$ cat config.mk
export PLATFORM = sky130hd
export DESIGN_NAME = noc_egress_arb
export DESIGN_NICKNAME = d
export VERILOG_FILES = /design/src/rtl/noc_pkg.sv /design/src/rtl/noc_egress_arb_rr_pick.sv /design/src/rtl/noc_egress_arb.sv
export SDC_FILE = /design/constraint.sdc
export NUM_CORES = 1
export LEC_CHECK = 0
export BUFFER_PORTS_ARGS = -buffer_cell sky130_fd_sc_hd__buf_2
export CAP_MARGIN = 15
export CELL_PAD_IN_SITES_DETAIL_PLACEMENT = 1
export CELL_PAD_IN_SITES_GLOBAL_PLACEMENT = 2
export CORE_ASPECT_RATIO = 2
export CORE_MARGIN = 2
export CORE_UTILIZATION = 29
export DETAILED_ROUTE_END_ITERATION = 16
export PLACE_DENSITY = 0.92
export SYNTH_ARGS = -nofsm -noshare
export SYNTH_HDL_FRONTEND = slang
export SYNTH_HIERARCHICAL = 1
export SYNTH_SLANG_ARGS = --single-unit
$ cat constraint.sdc
create_clock -name clk -period 4.2 [get_ports clk]
set_input_delay 0.63 -clock clk [delete_from_list [all_inputs] [get_ports clk]]
set_output_delay 0.63 -clock clk [all_outputs]
set_load 0.02 [all_outputs]
$ cat src/rtl/noc_pkg.sv
// +-------------------------------------------------------------------+
// | noc_pkg: shared NoC egress/response constants and arbiter states. |
// | Revision: 1.0                                                     |
// +-------------------------------------------------------------------+
`default_nettype none

package noc_pkg;

  localparam logic [7:0] NOC_NOP_BYTE = 8'h00;

  localparam logic [2:0] NOC_OP_RD_RSP = 3'b011;
  localparam logic [2:0] NOC_OP_WR_RSP = 3'b100;
  localparam logic [2:0] NOC_OP_MSG    = 3'b101;

  typedef enum logic [0:0] {
    ARB = 1'b0,
    FWD = 1'b1
  } arb_state_t;

endpackage

`default_nettype wire

$ cat src/rtl/noc_egress_arb_rr_pick.sv
// +-------------------------------------------------------------------+
// | rr_pick: round-robin pick, first set bit of req at or above ptr.  |
// | Revision: 1.0                                                     |
// +-------------------------------------------------------------------+
`default_nettype none

module rr_pick #(
  parameter int N     = 4,
  parameter int IDX_W = $clog2(N)
) (
  input  logic [N-1:0]     req,
  input  logic [IDX_W-1:0] ptr,
  output logic [IDX_W-1:0] gnt_idx,
  output logic             any
);

  logic [2*N-1:0]   w_dbl;
  logic [N-1:0]     w_rot;
  logic [IDX_W-1:0] w_off;
  logic [IDX_W:0]   w_sum;

  // Rotate so ptr lands at bit 0, take the lowest set bit, then rotate back.
  always_comb begin
    w_dbl = {req, req};
    w_rot = w_dbl[ptr +: N];
    w_off = '0;
    for (int k = N - 1; k >= 0; k--) begin
      if (w_rot[k]) w_off = IDX_W'(k);
    end
    w_sum = {1'b0, ptr} + {1'b0, w_off};
    if (w_sum >= (IDX_W + 1)'(N)) w_sum = w_sum - (IDX_W + 1)'(N);
    gnt_idx = w_sum[IDX_W-1:0];
    any     = |req;
  end

endmodule

`default_nettype wire

$ cat src/rtl/noc_egress_arb.sv
// +-------------------------------------------------------------------+
// | noc_egress_arb: packet-atomic round-robin arbiter for NoC egress. |
// | Revision: 1.0                                                     |
// +-------------------------------------------------------------------+
`default_nettype none

module noc_egress_arb
  import noc_pkg::*;
#(
  parameter int N     = 4,
  parameter int IDX_W = $clog2(N)
) (
  input  logic             clk,
  input  logic             rst,
  input  logic [N-1:0]     req_valid,
  input  logic [N-1:0]     req_ctl,
  input  logic [8*N-1:0]   req_data,
  input  logic [N-1:0]     req_last,
  output logic [N-1:0]     req_ready,
  output logic             noc_from_dev_ctl,
  output logic [7:0]       noc_from_dev_data,
  output logic             busy,
  output logic [IDX_W-1:0] grant_id,
  output logic [N-1:0]     hdr_err,
  output logic [N-1:0]     gap_err,
  input  logic             err_clr
);

  localparam logic [IDX_W-1:0] c_last_idx = IDX_W'(N - 1);

  arb_state_t       r_state;
  logic [IDX_W-1:0] r_grant;
  logic [IDX_W-1:0] r_rr_ptr;
  logic             r_first;
  logic             r_ctl;
  logic [7:0]       r_data;
  logic [N-1:0]     r_hdr_err;
  logic [N-1:0]     r_gap_err;

  logic [IDX_W-1:0] w_pick_idx;
  logic             w_pick_any;
  logic             w_cur_valid;
  logic             w_sel_ctl;
  logic             w_sel_last;
  logic [7:0]       w_sel_data;
  logic             w_accept;
  logic [N-1:0]     w_hdr_set;
  logic [N-1:0]     w_gap_set;
  logic [IDX_W-1:0] w_next_ptr;

  rr_pick #(
    .N     (N),
    .IDX_W (IDX_W)
  ) u_rr_pick (
    .req     (req_valid),
    .ptr     (r_rr_ptr),
    .gnt_idx (w_pick_idx),
    .any     (w_pick_any)
  );

  // req_ready depends only on state, grant and valid: no data/ctl/last path.
  always_comb begin
    w_cur_valid = req_valid[r_grant];
    w_sel_ctl   = req_ctl[r_grant];
    w_sel_last  = req_last[r_grant];
    w_sel_data  = req_data[8*r_grant +: 8];
    w_accept    = (r_state == FWD) && w_cur_valid;

    req_ready = '0;
    if (r_state == FWD) req_ready[r_grant] = w_cur_valid;

    w_hdr_set = '0;
    w_gap_set = '0;
    if (w_accept && r_first && !w_sel_ctl) w_hdr_set[r_grant] = 1'b1;
    if ((r_state == FWD) && !r_first && !w_cur_valid) w_gap_set[r_grant] = 1'b1;

    w_next_ptr = (r_grant == c_last_idx) ? '0 : r_grant + 1'b1;
  end

  always_ff @(posedge clk or posedge rst) begin
    if (rst) begin
      r_state  <= ARB;
      r_grant  <= '0;
      r_rr_ptr <= '0;
      r_first  <= 1'b1;
      r_ctl    <= 1'b1;
      r_data   <= NOC_NOP_BYTE;
    end else begin
      r_ctl  <= 1'b1;
      r_data <= NOC_NOP_BYTE;
      case (r_state)
        ARB: begin
          if (w_pick_any) begin
            r_grant <= w_pick_idx;
            r_first <= 1'b1;
            r_state <= FWD;
          end
        end
        FWD: begin
          if (w_accept) begin
            r_ctl   <= w_sel_ctl;
            r_data  <= w_sel_data;
            r_first <= 1'b0;
            if (w_sel_last) begin
              r_state  <= ARB;
              r_rr_ptr <= w_next_ptr;
              r_first  <= 1'b1;
            end
          end
        end
        default: r_state <= ARB;
      endcase
    end
  end

  // Set has priority over a simultaneous clear.
  always_ff @(posedge clk or posedge rst) begin
    if (rst) begin
      r_hdr_err <= '0;
      r_gap_err <= '0;
    end else begin
      r_hdr_err <= (err_clr ? '0 : r_hdr_err) | w_hdr_set;
      r_gap_err <= (err_clr ? '0 : r_gap_err) | w_gap_set;
    end
  end

  assign noc_from_dev_ctl  = r_ctl;
  assign noc_from_dev_data = r_data;
  assign busy              = (r_state == FWD);
  assign grant_id          = r_grant;
  assign hdr_err           = r_hdr_err;
  assign gap_err           = r_gap_err;

endmodule

`default_nettype wire

==> results.cfg, run 1 <==
[global_route]
groute.usage.overall = 0.138
grt_pass1_wl_mm = 5.62
overflow = 0
grt_max_degree = 24
antenna_found_initial = 0
grt_pass1_vias = 1254

[setup_path]
worst_path_largest_cell_delay_ns = 0.72
crit_type = flop to output pin
crit_fanout = 15
endpoint_kind = output pin
start_kind = flop
crit_arrival_ns = 2.14
path_cells = inv_1 -> nand3_1 -> and2_1 -> nor2b_1 -> buf_2
r2r-start = grant_id[1]
critPathTopFamily = flip-flops
slowest_stage = dfrtp_1
crit_buf_inv = 2
startpoint = grant_id[1]
required_ns = 3.57

[synthesis]
synth_area_per_cell_um2 = 11.7
synthArstFlopShare = 1.00
ys.flop_type = dfrtp_1
synth_nets = 173
synth_edf_count = 0
synth_warnings = 6
synth-seq-cells = 23
ys_seq_area_frac = 0.407
synth_cell_types = 39
syn_area_um2 = 1420
syn_inst = 121

[clock_network]
cts_hold_buf = 0
clock-sinks = 23
cts_tree = done
postCtsResizedCells = 0
postCtsSetupRepairBufs = 0
h-tree-depth = 1
cts_buffers = 3
clk_path_buf_depth = 2
insertion_delay_ns = 0.26
clk_pin_slew_ns = 0.08
root_buffer = clkbuf_8

[sta]
slew_viol_final = 0
setup_viol = 0
fin_tns_setup_ns = 0
skew_ns = 0.00214
rsz0062_at_grt = false
max-slew-margin-rel = 0.415
holdWs_ns = 0.504
fin_crit_sh = 0.659
hold_violations = 0
period_needed_ns = 2.77
fmax_mhz = 361
worstMarginPinSlew_ns = 0.877

[layout]
utilization = 0.390
fillers = 601
syn_to_final_growth_pct = 31.1
layout-drive-gt1-share = 0.476
stdcell_count = 248
nNetsFinal = 244
diodes = 0

[route]
ant_nets = 0
vias = 1253
drt-initial-drc-count = 20
drc = 0
routed_wl_mm = 3.63
viasPerCell = 5.05
avgRoutedWirePerCell_um = 14.6
firstDrtPassIters = 3

[placement]
gp_congestion = 0.786
io_buffers = 70
dp_hpwl_mm = 3.04
dpl.cell_count = 244

[floorplan]
ios = 71
initial_utilization = 0.297
die_x_um = 53.5
dieArea_um2 = 5500
chipHeight_um = 103
core_area_um2 = 4770
row_count = 36

[hold_path]
min_from = gap_err[0]
hold_path_class = flop to flop

[pwr]
p_total_mw = 1.24
p_leak_nw = 0.928
powerDensity_nw_per_um2 = 664
peakVddDrop_v = 0.000318

[status]
status = finished, final reports clean

[job]
cap_violations = 0
==> worst register-to-register path, cell delays in order (launching register included) <==
cell and delay (ns):
dfrtp_1 0.72, inv_1 0.26, nand3_1 0.19, o22a_1 0.25, mux2_2 0.35
==> cells by family after synthesis <==
kind of cell,count (synthesis),synth area share
AOI/OAI and AO/OA,21,0.114
xor gates and xnor gates,2,0.0123
adders and majority gates,5,0.0441
buffers and inverters,10,0.0362
DFF,23,0.407
muxes,19,0.220
and+or+nand+nor,41,0.166
==> state kept, by name (all words and copies together) (netlist names) <==
name,flops
r_rr_ptr,2
busy,1
noc_from_dev_data,8
gap_err,4
noc_from_dev_ctl,1
grant_id,2
r_first,1
hdr_err,4
==> cells in the mapped netlist, types with 2 or more instances <==
cell / number / share of area
dfrtp_1: 21 / 0.37
nor2b_1: 13 / 0.057
a22o_1: 8 / 0.049
nand2_1: 8 / 0.021
mux4_2: 7 / 0.11
ha_1: 5 / 0.044
inv_1: 5 / 0.013
mux2i_1: 5 / 0.035
nor2_1: 4 / 0.011
nor3_1: 4 / 0.014
mux2_2: 3 / 0.024
mux2_4: 3 / 0.032
o21ai_0: 3 / 0.011
a21oi_1: 2 / 0.0071
buf_2: 2 / 0.0071
dfstp_2: 2 / 0.037
nand2b_1: 2 / 0.0088
nand3_1: 2 / 0.0071
nor3b_1: 2 / 0.011
==> power by group <==
part / leakage [nW] / switching [mW] / internal, mW / total (mW)
logic: 0.611 / 0.359 / 0.318 / 0.677
clock network: 0.0228 / 0.0678 / 0.0677 / 0.136
registers: 0.295 / 0.104 / 0.320 / 0.423
==> per-stage QoR <==
step                      cell area (um^2)  setup WS (ns)
after global routing                  1860           1.20
after floorplan                       1420           1.94
final                                 1860           1.43
after CTS                             1860           1.36
after detailed placement              1820           1.62
after global placement                1820           1.70
==> routing by layer <==
metal	track usage	share of wire	wire length (um)	vias to the layer above
met5	0	0	0	-
met3	0.0232	0.070	253	4
met2	0.259	0.56	2030	50
met4	0.0473	0.012	45	0
li1	-	-	-	588
met1	0.148	0.36	1300	611
==> final timing paths <==
| kind | end | slack, ns | depth (start not counted) |
|---|---|---|---|
| worst max-delay path | req_ready[1] | 1.43 | 5 |
| worst min-delay path | gap_err[0] | 0.50 | 1 |
| worst max register to register | r_rr_ptr[0] | 2.32 | 4 |
| worst min register to register | gap_err[0] | 0.50 | 1 |
| max in group asynchronous | hdr_err[0] | 3.12 | 2 |
| min in group asynchronous | noc_from_dev_data[4] | 0.54 | 2 |
==> cells in the final DEF, fill, tap and decap left out, types with 2 or more instances in the layout <==
master	n
a21oi_1	2
a22o_1	8
buf_2	70
clkbuf_8	3
dfrtp_1	21
dfstp_2	2
ha_1	5
inv_1	5
mux2_2	3
mux2_4	3
mux2i_1	5
mux4_2	7
nand2_1	8
nand2b_1	2
nand3_1	2
nor2_1	4
nor2b_1	13
nor3_1	4
nor3b_1	2
o21ai_0	3
==> area by class of cell <==
cell class / count / area, um^2 / area share
clock buffers: 4 / 45.0 / 0.0242
inverters: 5 / 18.8 / 0.0101
multi-input cells: 88 / 790 / 0.424
flip-flops and latches: 23 / 578 / 0.311
well taps: 57 / 71.3 / 0.0383
repair buffers: 71 / 358 / 0.192
No activity file was read; power rests on OpenSTA's default activity.
==> run 2, diff against run 1 <==
- CORE_UTILIZATION: 29 -> 24
- PLACE_DENSITY: 0.92 -> 0.83
- clock period: 4.2 -> 2.4 ns (I/O delays scaled with it)
==> results.cfg, run 2 (synthesis results as in run 1) <==
[floorplan]
die_x_um = 58.4
dieArea_um2 = 6580
chipHeight_um = 113
initial_utilization = 0.249
core_area_um2 = 5710
row_count = 39
ios = 71

[setup_path]
worst_path_largest_cell_delay_ns = 0.40
path_cells = buf_4 -> inv_1 -> ha_1 -> nor2b_1 -> buf_2
r2r-start = r_rr_ptr[0]
slowest_stage = dfrtp_1
required_ns = 2.04
r2r_slack_ns = 0.65
worstRegToRegCells = 9
start_kind = flop
crit_fanout = 17
r2r_end = grant_id[1]
crit_type = flop to output pin
endpoint_kind = output pin
crit_arrival_ns = 1.65

[layout]
syn_to_final_growth_pct = 35.0
largest_reg_flops = 8
diodes = 0
layout-drive-gt1-share = 0.487
nNetsFinal = 246
multi_input_area_um2 = 790
regArea_um2 = 578
final_cell_mix = buf_2 (70), dfrtp_1 (21), nor2b_1 (13)
fillers = 655
layout_commonest_cell = buf_2

[pwr]
peakVddDrop_v = 0.000620
p_clk_frac = 0.158
p_switching_mw = 0.957
seqPwrFrac = 0.298
p_leak_nw = 0.956
combPwrFrac = 0.544
p_total_mw = 2.32
switching_share = 0.413
powerDensity_nw_per_um2 = 1210
internal_power_mw = 1.36

[sta]
rsz0062_at_grt = false
hold_violations = 0
fin_tns_setup_ns = 0
period_needed_ns = 2.01
worstMarginPinSlew_ns = 0.867
fin_crit_sh = 0.838
slew_viol_final = 0
fmax_mhz = 497
max-slew-margin-rel = 0.421
skew_ns = 0.00414
holdWs_ns = 0.276
setup_viol = 0

[clock_network]
postCtsSetupRepairBufs = 0
insertion_delay_ns = 0.26
h-tree-depth = 1
root_buffer = clkbuf_16
clk_pin_slew_ns = 0.06
cts_buffers = 3
clock-sinks = 23
postCtsResizedCells = 0
clk_path_buf_depth = 2
cts_hold_buf = 0
cts_tree = done

[placement]
io_buffers = 70
gp_congestion = 0.770
dp_hpwl_mm = 3.48

[route]
avgRoutedWirePerCell_um = 16.2
drc = 0
vias = 1257
drt-initial-drc-count = 16
routed_wl_mm = 4.13
viasPerCell = 4.95
ant_nets = 0
firstDrtPassIters = 4

[global_route]
grt-busiest-layer = met2
grtUsageMet1 = 0.139
use_met3 = 0.0160
groute.usage.overall = 0.134
grt_pass1_vias = 1349
antenna_found_initial = 0
grt_pass1_wl_mm = 6.69
grt_max_degree = 24
grtUsageMet2 = 0.255
overflow = 0

[status]
status = finished, final reports clean

[job]
cap_violations = 0

[hold_path]
hold_path_class = primary input to asynchronous set/reset pin
-- run 2: changes by cell type in the layout (fill, tap and decap cells not counted), sizes merged --
cell | previous run | this run
buf | 71 | 73
clkinv | 0 | 1
clkbuf | 4 | 3
-- run 2: layout make-up --
type,count,share of cell area
Clock buffer,3,0.0392
Sequential cell,23,0.302
Timing Repair Buffer,73,0.195
Clock inverter,1,0.00261
Tap cell,61,0.0398
Multi-Input combinational cell,88,0.412
Inverter,5,0.00980
-- run 2: through the flow --
stage,cell area [um^2],instances,util,worst slack (ns)
2_1_floorplan,1420,121,-,0.405
3_3_place_gp,1840,250,0.321,0.574
3_5_place_dp,1840,250,0.321,0.564
4_1_cts,1920,254,0.336,0.348
5_1_grt,1920,254,0.336,0.259
6_report,1920,254,0.336,0.390
-- run 2: how the worst max path moves through the flow --
stage / slack, ns / cells after the start / from / endpoint
floorplan: 0.41 / 6 / grant_id[0] / req_ready[1]
global placement: 0.57 / 6 / req_valid[2] / req_ready[3]
detailed placement: 0.56 / 6 / req_valid[2] / req_ready[3]
CTS: 0.35 / 5 / grant_id[0] / req_ready[0]
global route: 0.26 / 5 / grant_id[0] / req_ready[0]
finish: 0.39 / 5 / grant_id[0] / req_ready[0]
-- run 2: power groups by stage --
stage	clock network (mW)	registers, mW	logic [mW]
floorplan	0	0.849	0.759
global placement	0	0.694	1.27
detailed placement	0	0.704	1.29
CTS	0.377	0.697	1.30
global route	0.387	0.719	1.38
finish	0.366	0.691	1.26
-- run 2: layer usage --
metal / vias to the layer above / wire length, um
met5: - / 0
met4: 0 / 106
met3: 9 / 153
met2: 35 / 2420
met1: 619 / 1450
li1: 594 / -
-- run 2: worst max-delay path, delay by kind of cell, from the launching register on --
family / cells / cell delay [ns]
flip-flops: 1 / 0.40
adder cells (fa/ha/maj): 1 / 0.25
AND/OR/NAND/NOR: 1 / 0.13
buffers and inverters: 3 / 0.60
==> run 3, diff against run 2 <==
- clock period: 2.4 -> 1.7 ns (I/O delays scaled with it)
==> results.cfg, run 3 (synthesis results as in run 1) <==
[setup_path]
crit_type = flop to output pin
worst_path_largest_cell_delay_ns = 0.45
crit_fanout = 5
start_kind = flop
required_ns = 1.44
r2r_end = r_rr_ptr[1]
critPathTopFamily = flip-flops
r2r_slack_ns = 0.04
slowest_stage = dfrtp_2
worstRegToRegCells = 5
crit_arrival_ns = 1.54
r2r-start = grant_id[0]
crit_buf_inv = 1
endpoint_kind = output pin
path_cells = mux2_4 -> nand3_4 -> and2_4 -> nor2b_1 -> buf_4

[global_route]
groute.usage.overall = 0.131
grt_pass1_wl_mm = 6.56
antenna_found_initial = 0
overflow = 0
grt_max_degree = 15
grt_pass1_vias = 1356

[sta]
fmax_mhz = 557
holdWs_ns = 0.374
max-slew-margin-rel = 0.772
period_needed_ns = 1.80
skew_ns = 0.00182
setup_viol = 4
worstMarginPinSlew_ns = 0.341
slew_viol_final = 0
rsz0062_at_grt = true
hold_violations = 0
setup_slack_ns = -0.0952
fin_crit_sh = 1.06

[floorplan]
initial_utilization = 0.249
row_count = 39
dieArea_um2 = 6580
die_x_um = 58.4
core_area_um2 = 5710
chipHeight_um = 113
ios = 71

[pwr]
powerDensity_nw_per_um2 = 1730
switching_share = 0.406
p_leak_nw = 1.02
p_switching_mw = 1.50
peakVddDrop_v = 0.00106
internal_power_mw = 2.20
seqPwrFrac = 0.274
combPwrFrac = 0.592
p_clk_frac = 0.134

[layout]
layout_commonest_cell = buf_2
largest_reg_flops = 8
layout-drive-gt1-share = 0.604
stdcell_count = 263
syn_to_final_growth_pct = 50.9
final_cell_mix = buf_2 (66), dfrtp_1 (18), nor2b_1 (10), buf_4 (10), a22o_1 (8)
nNetsFinal = 255
utilization = 0.375
fillers = 648
diodes = 0

[route]
drc = 0
firstDrtPassIters = 3
drt-initial-drc-count = 10
viasPerCell = 4.83
vias = 1270
routed_wl_mm = 4.32
avgRoutedWirePerCell_um = 16.4
ant_nets = 0

[hold_path]
hold_end = noc_from_dev_ctl
hold_path_class = primary input to flop
hold_depth = 4
min_from = req_ctl[2]

[placement]
dp_slack_ns = -0.00766
io_buffers = 70
dp_hpwl_mm = 3.50
gp_congestion = 0.813
dpl.cell_count = 252

[clock_network]
clk_path_buf_depth = 2
cts_tree = done
root_buffer = clkbuf_16
cts_buffers = 3
insertion_delay_ns = 0.25
clock-sinks = 23
h-tree-depth = 1
clk_pin_slew_ns = 0.06

[status]
status = finished with violations
violations = setup timing

[job]
cap_violations = 0
[run 3: changes by cell type in the layout (fill, tap and decap cells not counted), sizes merged]
cell / change
buf: +8
clkbuf: +1
clkinv: -1
dlygate4sd3: +1
[run 3: worst max-delay path by stage]
stage / start / end / slack (ns) / depth (start not counted)
floorplan: grant_id[0] / req_ready[0] / 0.01 / 5
global placement: r_rr_ptr[0] / grant_id[1] / 0.04 / 9
detailed placement: r_rr_ptr[0] / grant_id[1] / -0.008 / 9
CTS: grant_id[0] / req_ready[3] / -0.12 / 5
global route: grant_id[0] / req_ready[0] / -0.13 / 5
finish: grant_id[0] / req_ready[0] / -0.1 / 5
[run 3: cell type report]
| cell class | instances | area [um^2] | share of cell area |
|---|---|---|---|
| sequential | 23 | 582 | 0.272 |
| clock buffer | 4 | 78.8 | 0.0368 |
| inverter | 5 | 18.8 | 0.00877 |
| multi-input combinational | 88 | 905 | 0.423 |
| timing repair buffer | 82 | 480 | 0.224 |
| tap | 61 | 76.3 | 0.0357 |
[run 3: power by group through the flow]
stage | combinational [mW] | clock, mW | sequential (mW)
after floorplan | 1.13 | 0 | 1.20
after global placement | 1.90 | 0 | 0.996
after detailed placement | 1.92 | 0 | 1.00
final | 2.19 | 0.496 | 1.01
after global routing | 2.36 | 0.541 | 1.05
after CTS | 2.00 | 0.508 | 1.01
[run 3: what timing repair did]
item / in CTS / in global routing
endpoints found under the hold margin: 8 / 0
pin swaps: 1 / 9
hold buffers: 1 / 0
gates cloned: 0 / 0
resized for setup: 9 / 24
setup buffers: 1 / 5
setup endpoints to repair: 5 / 7
[run 3: through the flow]
stage                     power [mW]  area [um^2]   TNS, ns
after floorplan                 2.33         1440         0
after global placement          2.89         1880         0
after detailed placement        2.93         1880  -0.00766
after CTS                       3.52         2010    -0.368
after global routing            3.95         2140    -0.444
final                           3.69         2140    -0.267
[run 3: per-layer routing]
layer,GRT usage,share of wire,routed length [um]
met5,0,0,0
met4,0.0543,0.025,110
met3,0.0137,0.034,146
met2,0.256,0.60,2590
met1,0.132,0.34,1470
[run 3: tightest hold or removal path, delay by kind of cell]
family	cells	cell delay (ns)
and+or+nand+nor	1	0.08
AOI/OAI and AO/OA	1	0.10
buffers and inverters	1	0.08
muxes	1	0.08
